===== config.mk =====
export PLATFORM = sky130hd
export DESIGN_NAME = tv_sat_cnt
export DESIGN_NICKNAME = d
export VERILOG_FILES = /design/src/rtl/tv_sat_cnt.sv
export SDC_FILE = /design/constraint.sdc
export NUM_CORES = 1
export LEC_CHECK = 0
export ABC_AREA = 1
export ABC_CLOCK_PERIOD_IN_PS = 1000
export BUFFER_PORTS_ARGS = -buffer_cell sky130_fd_sc_hd__clkbuf_2
export CORE_AREA = 10 10 47 49
export CTS_CLUSTER_SIZE = 8
export DETAILED_ROUTE_END_ITERATION = 10
export DIE_AREA = 0 0 57 59
export GPL_ROUTABILITY_DRIVEN = 1
export GPL_TIMING_DRIVEN = 0
export HOLD_SLACK_MARGIN = 0.03
export PLACE_DENSITY = 0.41
export SYNTH_ARGS = -nofsm -noshare
export SYNTH_HDL_FRONTEND = slang
export SYNTH_SLANG_ARGS = --single-unit

===== constraint.sdc =====
create_clock -name clk -period 1 [get_ports clk]
set_input_delay 0.1 -clock clk [delete_from_list [all_inputs] [get_ports clk]]
set_output_delay 0.1 -clock clk [all_outputs]
set_load 0.02 [all_outputs]

===== src/rtl/tv_sat_cnt.sv =====
// Saturating up-counter with synchronous clear and increment enable.
module tv_sat_cnt #(
  parameter int unsigned Width = 4
) (
  input  logic             clk,
  input  logic             rst,
  input  logic             clr,
  input  logic             inc,
  output logic [Width-1:0] cnt
);

  always_ff @(posedge clk or negedge rst) begin
    if (!rst) begin
      cnt <= '0;
    end else if (clr) begin
      cnt <= '0;
    end else if (inc && (cnt != {Width{1'b1}})) begin
      cnt <= cnt + 1'b1;
    end
  end

endmodule


# Word-level counts from Yosys, hierarchy flattened
# Index checks and enable logic that the tools add are counted.
dict set report totals {
  ff_bits 4
}
dict set report classes {
  addsub 1
  eq_ne 1
  reduce_logical 2
  n_mux 2
}
# op count
set op_table {}
lappend op_table {{$mux W4} 2}
lappend op_table {{$add A4 B1 Y4 const B} 1}
lappend op_table {{$ne A4 B4 Y1 const B} 1}
lappend op_table {{$reduce_bool A2 Y1} 1}
lappend op_table {{$logic_and A1 B1 Y1} 1}

# Depth between registers and ports, before layout
# Gate-level depths: netlist of the first run.
dict set report logic_depth {
  ltp_word 4
  depth_mapped 7
}

# Least setup slack after synthesis of the first run
# No wires, ideal clock.
dict set report synth_path {
  path_type {reg-to-reg}
  start {register cnt[0]}
  end {register cnt[3]}
  path_stages_with_launch 8
  synth_period_minus_slack_ns 1.180
  t_arrival_ns 1.062
  setup_time_ns 0.118
  path_slack_ns -0.180
  path_buffers 0
  path_cell_list {dfrtp_1 > ha_1 > nand3_1 > nand2_2 > nand2_2 > inv_2 > nand2_1 > nand2_1}
}
dict set report synth_via {
  elab_chain_len 3
  elab_cells_between_ends 6
  classes_between {add/sub (1); eq/ne (1); mux (2); reduce/logical (2)}
}
# item line
set synth_lines {}
lappend synth_lines {{start, declared} 9} ;# output logic [Width-1:0] cnt
lappend synth_lines {{start signal, assigned} 18} ;# cnt <= cnt + 1'b1;
lappend synth_lines {{$add A4 B1 Y4 / $ne A4 B4 Y1 (equally long branches)} {18, 17}}
lappend synth_lines {{$mux W4 / $logic_and A1 B1 Y1 (equally long branches)} 17} ;# end else if (inc && (cnt != {Width{1'b1}})) begin
lappend synth_lines {{$mux W4 / $reduce_bool A2 Y1 (equally long branches)} -}
# Several ways; a longest one is shown, not always the timed one. The select of a mux whose other input is x is not followed.
# A chain may end at the register's enable or synchronous reset.

# Worst setup path after layout of the first run
# Same ends and word-level chain as after synthesis.

==> flow_metrics.env, run 1 <==
export IMPL_status="complete, but fails checks"
export IMPL_violations="negative setup slack"
export IMPL_synth_ff_type="dfrtp_1"
export IMPL_final_antenna_net_count=0
export IMPL_synth_most_common_cell="nand2_1"
export IMPL_min_delay_start="clr"
export IMPL_wl_um=547
export IMPL_antenna_found_initial=0
export IMPL_worstSkewPairLatency_ns=0.23
export IMPL_synthesis_area_um2=222.7
export IMPL_max_cap_viols=0
export IMPL_placement_cell_area_um2=297.8
export IMPL_clock_skew_final_ns=0.005146
export IMPL_ys_top_cells_by_count="nand2_1 (10), dfrtp_1 (4), nand3_1 (4), inv_1 (3)"
export IMPL_final_period_utilization_pct=105.3
export IMPL_async_reset_ff_share_pct=100.0
export IMPL_worstPathBufferInverterCount=1
export IMPL_detail_route_first_pass_iterations=3
export IMPL_irDropWorstVdd_v=0.0004989
export IMPL_cts_root_buffer="clkbuf_4"
export IMPL_grt_start_max_net_pins=7
export IMPL_worstHoldEndpoint="cnt[0]"
export IMPL_drc=0
export IMPL_post_synth_main_area_contributors="dfrtp_1 (45%), nand2_1 (17%), nand3_1 (9.0%), ha_1 (5.6%), nand2_2 (5.6%)"
export IMPL_tritoncts_clock_tree="yes"
export IMPL_yosysUniqueCellTypes=10
export IMPL_p_per_area_nw_per_um2=1370
export IMPL_route_detailed_vias_per_inst=3.917
export IMPL_final_max_slew_violation_count=0
export IMPL_crit_path_max_incr_delay_ns=0.43
export IMPL_critical_path_arrival_ns=1.17
export IMPL_die_width_um=57
export IMPL_cp_end_kind="flip-flop"
export IMPL_die_h_um=59
export IMPL_share_of_post_route_cells_with_drive_strength_above_1_pct=50.00
export IMPL_num_vias=235
export IMPL_achievable_frequency_mhz=949.8
export IMPL_nets=50
export IMPL_post_synth_edffs=0
export IMPL_detailedRoute_firstIterationViolations=6
export IMPL_globalRoute_totalOverflow=0
export IMPL_cts_htree_levels=1
export IMPL_gp_routability_congestion=0.6943
export IMPL_num_io_pins=8
export IMPL_min_tclk_post_route_ns=1.053
export IMPL_critical_path_reg2reg_endpoint="cnt[3]"
export IMPL_tightestPinTransition_ns=0.1313
export IMPL_floorplan_rows=14
export IMPL_fp_dieArea_um2=3363
export IMPL_area_delta_synth_final_pct=61.24
export IMPL_clock_edge_transition_at_the_registers_on_the_reported_setup_and_hold_paths_ns=0.04
export IMPL_synth_yosys_seq_area_share_pct=44.94
export IMPL_worst_path_max_delay_cell="dfrtp_2"
export IMPL_holdPathStages=4
export IMPL_r2r_worst_path_cells=7
export IMPL_ys_seq_elements=4
export IMPL_cp_startpoint_kind="flip-flop"
export IMPL_coreArea_um2=1401
export IMPL_worst_slack_ns=-0.05282
export IMPL_share_of_yosys_cell_area_claimed_by_the_top_area_cell_type_pct=44.94
export IMPL_worst_slew_margin_rel_pct=91.23
export IMPL_critPathKind="flip-flop to flip-flop"
export IMPL_critPathRequiredTime_ns=1.11
export IMPL_path_max_fanout=4
export IMPL_grt_first_pass_wirelength_um=931
export IMPL_cp_top_family="flip-flops"
export IMPL_num_antenna_cells=0
export IMPL_timing_final_hold_violations=0
export IMPL_numCtsBuffers=3
export IMPL_post_synth_top_area_cell="dfrtp_1"
export IMPL_largest_reg_flops=4
export IMPL_place_port_buffers=7
export IMPL_registers_top_by_ff_count="cnt"
export IMPL_grt_total_usage_pct=3.713
export IMPL_fin_area_um2=359.1
export IMPL_clk_path_buf_depth=2
export IMPL_starting_density_pct=15.89
export IMPL_postSynthAreaPerCell_um2=7.680
export IMPL_total_power_mw=0.4918
export IMPL_synthesis_nets=34
export IMPL_finalSetupViolations=5
export IMPL_path_type_of_the_worst_min_delay_path="primary input to flip-flop"
export IMPL_critical_path_cell_chain="ha_4 -> nand3_2 -> nand2_2 -> nand2_2 -> inv_2 -> nand2_1 -> nand2_1"
export IMPL_r2r_start="cnt[0]"
export IMPL_largest_registers="cnt (4)"
export IMPL_grt_pass1_vias=240
export IMPL_tritoncts_num_sinks=4
export IMPL_grt_setup_unrepaired="true"
export IMPL_synth_warnings=0
export IMPL_slack_of_the_worst_reg_to_reg_path_ns=-0.05
export IMPL_leakagePower_nw=0.1965
export IMPL_route_detailed_wl_per_inst_um=9.117
export IMPL_synthesized_instance_count=29
==> where the power goes <==
| part | switching [mW] | internal [mW] |
|---|---|---|
| combinational | 0.0460 | 0.0429 |
| clock | 0.0653 | 0.150 |
| sequential | 0.0140 | 0.174 |
==> repair_timing <==
action / 4_1_cts / 5_1_grt
hold buffers: 1 / 0
gates resized for setup: 0 / 2
setup endpoints to repair: 4 / 6
endpoints found under the hold margin: 4 / 0
setup buffers: 2 / 1
==> area by class of cell <==
cell class	count	area, µm²
inverter	4	15.01
multi-input combinational	21	125.1
fill	177	1042
timing repair buffer	11	67.56
sequential	4	105.1
clock buffer	4	26.28
tap	16	20.02
==> cells in the final DEF, fill, tap and decap left out <==
master and instances:
nand2_2 2, nand3_1 3, nand4_1 2, clkbuf_2 7
inv_1 3, nand3_2 1, buf_4 3, dfrtp_2 4
nand2_1 10, nor2_1 1, clkbuf_4 3, dlygate4sd3_1 1
inv_2 1, ha_4 1, clkbuf_1 1, xor2_1 1
==> worst register-to-register path, stage by stage, from the launching register on <==
cell and delay [ns]:
dfrtp_2 0.43, ha_4 0.17, nand3_2 0.06, nand2_2 0.06, nand2_2 0.06, inv_2 0.05
nand2_1 0.05, nand2_1 0.05
==> worst max path at each step <==
stage,depth (start not counted),slack (ns),endpoint,start
3_3_place_gp,7,-0.07,cnt[1],cnt[0]
5_1_grt,7,-0.14,cnt[3],cnt[0]
3_5_place_dp,7,-0.07,cnt[2],cnt[0]
6_report,7,-0.05,cnt[3],cnt[0]
4_1_cts,7,-0.07,cnt[2],cnt[0]
2_1_floorplan,7,-0.07,cnt[2],cnt[0]
==> kinds of logic after synthesis <==
kind of cell | synth area share, %
xor gates and xnor gates | 3.933
and+or+nand+nor | 38.76
buffers and inverters | 6.740
adders and majority gates | 5.617
DFF | 44.95
==> routing by layer <==
metal	GRT usage [%]	routed length [µm]	part of all wire, %	vias to the layer above
li1	-	-	-	122
met1	3.199	215	39	107
met2	5.426	291	53	6
met3	1.931	40	7.3	0
met4	5.034	0	0	0
met5	0	0	0	-
==> per-stage QoR <==
step	setup slack (ns)	utilization (%)	TNS [ns]	hold WS, ns	cells
after floorplan	-0.06882	-	-0.2690	-0.1956	29
after global placement	-0.07234	21.25	-0.2861	-0.08839	52
after detailed placement	-0.06790	21.25	-0.2615	-0.09027	52
after CTS	-0.06979	24.91	-0.2474	0.1323	59
after global routing	-0.1362	25.62	-0.5963	0.1508	60
final	-0.05282	25.62	-0.2239	0.1316	60
Note: power is estimated with default switching activity, not from simulation.
==> run 2, diff against run 1 <==
--- a/config.mk
+++ b/config.mk
@@ -8,6 +8,8 @@
 export ABC_AREA = 1
 export ABC_CLOCK_PERIOD_IN_PS = 1000
 export BUFFER_PORTS_ARGS = -buffer_cell sky130_fd_sc_hd__clkbuf_2
+export CELL_PAD_IN_SITES_DETAIL_PLACEMENT = 0
+export CELL_PAD_IN_SITES_GLOBAL_PLACEMENT = 1
 export CORE_AREA = 10 10 47 49
 export CTS_CLUSTER_SIZE = 8
 export DETAILED_ROUTE_END_ITERATION = 10
@@ -15,7 +17,7 @@
 export GPL_ROUTABILITY_DRIVEN = 1
 export GPL_TIMING_DRIVEN = 0
 export HOLD_SLACK_MARGIN = 0.03
-export PLACE_DENSITY = 0.41
+export PLACE_DENSITY = 0.51
 export SYNTH_ARGS = -nofsm -noshare
 export SYNTH_HDL_FRONTEND = slang
 export SYNTH_SLANG_ARGS = --single-unit
==> run 2 against run 1 <==
Compared with the run above:
- the run still ends with negative setup slack left
- worst setup slack worse by 0.0048 ns
- count of clock-buffer cells in the layout is the same
- core utilization rose by 0.18 points
- cell count unchanged
- via count up 6.0%
- largest cell class unchanged
==> flow_metrics.env, run 2 (synthesis gave the netlist of run 1 again) <==
export IMPL_coreArea_um2=1401
export IMPL_wl_um=616
export IMPL_final_period_utilization_pct=105.8
export IMPL_cp_end_kind="flip-flop"
export IMPL_antenna_found_initial=0
export IMPL_cts_root_buffer="clkbuf_4"
export IMPL_grt_setup_unrepaired="true"
export IMPL_critical_path_arrival_ns=1.18
export IMPL_finalSetupViolations=5
export IMPL_detail_route_first_pass_iterations=2
export IMPL_slack_of_the_worst_reg_to_reg_path_ns=-0.06
export IMPL_num_io_pins=8
export IMPL_setup_worst_path_start="cnt[1]"
export IMPL_achievable_frequency_mhz=945.5
export IMPL_tritoncts_num_sinks=4
export IMPL_r2r_start="cnt[1]"
export IMPL_fp_dieArea_um2=3363
export IMPL_area_delta_synth_final_pct=62.36
export IMPL_power_switching_mw=0.1353
export IMPL_grt_start_max_net_pins=7
export IMPL_clock_edge_transition_at_the_registers_on_the_reported_setup_and_hold_paths_ns=0.04
export IMPL_p_int_mw=0.3677
export IMPL_clk_path_buf_depth=2
export IMPL_r2r_worst_path_cells=7
export IMPL_violations="negative setup slack"
export IMPL_critPathRequiredTime_ns=1.12
export IMPL_tightestPinTransition_ns=0.1349
export IMPL_clock_skew_final_ns=0.001565
export IMPL_fin_setup_tns_ns=-0.2164
export IMPL_dpl_cell_count=52
export IMPL_cts_htree_levels=1
export IMPL_final_max_slew_violation_count=0
export IMPL_holdPathStages=4
export IMPL_timing_final_hold_violations=0
export IMPL_p_per_area_nw_per_um2=1391
export IMPL_status="complete, but fails checks"
export IMPL_largest_reg_flops=4
export IMPL_cp_startpoint_kind="flip-flop"
export IMPL_detailedRoute_firstIterationViolations=2
export IMPL_critical_path_reg2reg_endpoint="cnt[3]"
export IMPL_worst_slack_ns=-0.05764
export IMPL_grt_pass1_vias=279
export IMPL_die_h_um=59
export IMPL_path_max_fanout=4
export IMPL_critPathKind="flip-flop to flip-flop"
export IMPL_share_of_post_route_cells_with_drive_strength_above_1_pct=54.55
export IMPL_min_delay_start="clr"
export IMPL_nFillCells=169
export IMPL_nets=50
export IMPL_dpl_hpwl_um=467.3
export IMPL_layout_commonest_cell="nand2_1"
export IMPL_power_frac_comb_pct=18.7
export IMPL_largest_registers="cnt (4)"
export IMPL_min_tclk_post_route_ns=1.058
export IMPL_max_cap_viols=0
export IMPL_worstSkewPairLatency_ns=0.24
export IMPL_final_antenna_net_count=0
export IMPL_sequentialPowerShare_pct=37.0
export IMPL_globalRoute_totalOverflow=0
export IMPL_floorplan_rows=14
export IMPL_tritoncts_clock_tree="yes"
export IMPL_starting_density_pct=15.89
export IMPL_pwr_share_clk_pct=44.3
export IMPL_place_port_buffers=7
export IMPL_worst_slew_margin_rel_pct=91.01
export IMPL_num_vias=249
export IMPL_irDropWorstVdd_v=0.0006933
export IMPL_final_cell_mix="nand2_1 (9), clkbuf_2 (7), dfrtp_2 (4)"
export IMPL_num_antenna_cells=0
export IMPL_route_detailed_wl_per_inst_um=10.27
export IMPL_gp_routability_congestion=0.6867
export IMPL_drc=0
export IMPL_leakagePower_nw=0.1961
export IMPL_die_width_um=57
export IMPL_pre_cts_ws_ns=-0.07236
export IMPL_instances_no_fill=60
export IMPL_power_switching_fraction_pct=26.90
export IMPL_registers_top_by_ff_count="cnt"
export IMPL_grt_first_pass_wirelength_um=1090
export IMPL_hold_worst_slack_ns=0.1240
export IMPL_path_type_of_the_worst_min_delay_path="primary input to flip-flop"
export IMPL_route_detailed_vias_per_inst=4.150
export IMPL_worstHoldEndpoint="cnt[0]"
export IMPL_numCtsBuffers=3
export IMPL_grt_total_usage_pct=4.453
-- run 2: power groups by stage --
stage	clock network, mW	registers, mW	logic, mW
after global placement	0	0.194	0.0650
after global routing	0.251	0.187	0.106
after detailed placement	0	0.195	0.0658
after CTS	0.234	0.189	0.0853
final	0.223	0.186	0.0940
after floorplan	0	0.203	0.0289
-- run 2: area by class of cell --
type                       count  area, µm²  area share, %
timing repair buffer          11      67.56          18.69
multi-input combinational     21      127.6          35.29
sequential                     4      105.1          29.07
inverter                       4      15.01          4.152
tap                           16      20.02          5.536
clock buffer                   4      26.28          7.266
-- run 2: per-layer routing --
metal | routed length, µm | global-route usage [%]
met5 | 0 | 0
met4 | 0 | 3.020
met3 | 47 | 4.292
met2 | 311 | 6.047
met1 | 257 | 4.162
-- run 2: worst max-delay path, cell delays in order (launching register included) --
cell and delay (ns):
dfrtp_2 0.42, ha_4 0.17, nand3_2 0.05, nand2_2 0.06
nand2_2 0.07, inv_2 0.05, nand2_1 0.06, nand2_1 0.05
-- run 2: how the worst max path moves through the flow --
| stage | endpoint | slack, ns | cells past startpoint |
|---|---|---|---|
| floorplan | cnt[2] | -0.07 | 7 |
| global placement | cnt[1] | -0.07 | 7 |
| detailed placement | cnt[0] | -0.07 | 7 |
| CTS | cnt[2] | -0.06 | 7 |
| global route | cnt[2] | -0.13 | 7 |
| finish | cnt[3] | -0.06 | 7 |
-- run 2: metrics by stage --
| stage | power, mW | utilization [%] | area [µm²] |
|---|---|---|---|
| final | 0.5030 | 25.80 | 361.6 |
| after global routing | 0.5441 | 25.80 | 361.6 |
| after CTS | 0.5077 | 25.00 | 350.3 |
| after detailed placement | 0.2607 | 21.25 | 297.8 |
| after global placement | 0.2593 | 21.25 | 297.8 |
| after floorplan | 0.2319 | - | 242.7 |
-- run 2: timing repair --
item                                   4_1_cts  5_1_grt
pin swaps                                    1        4
setup endpoints to repair                    5        5
gates resized for setup                      1        3
endpoints found under the hold margin        4        0
hold buffers                                 1        0
setup buffers                                2        1
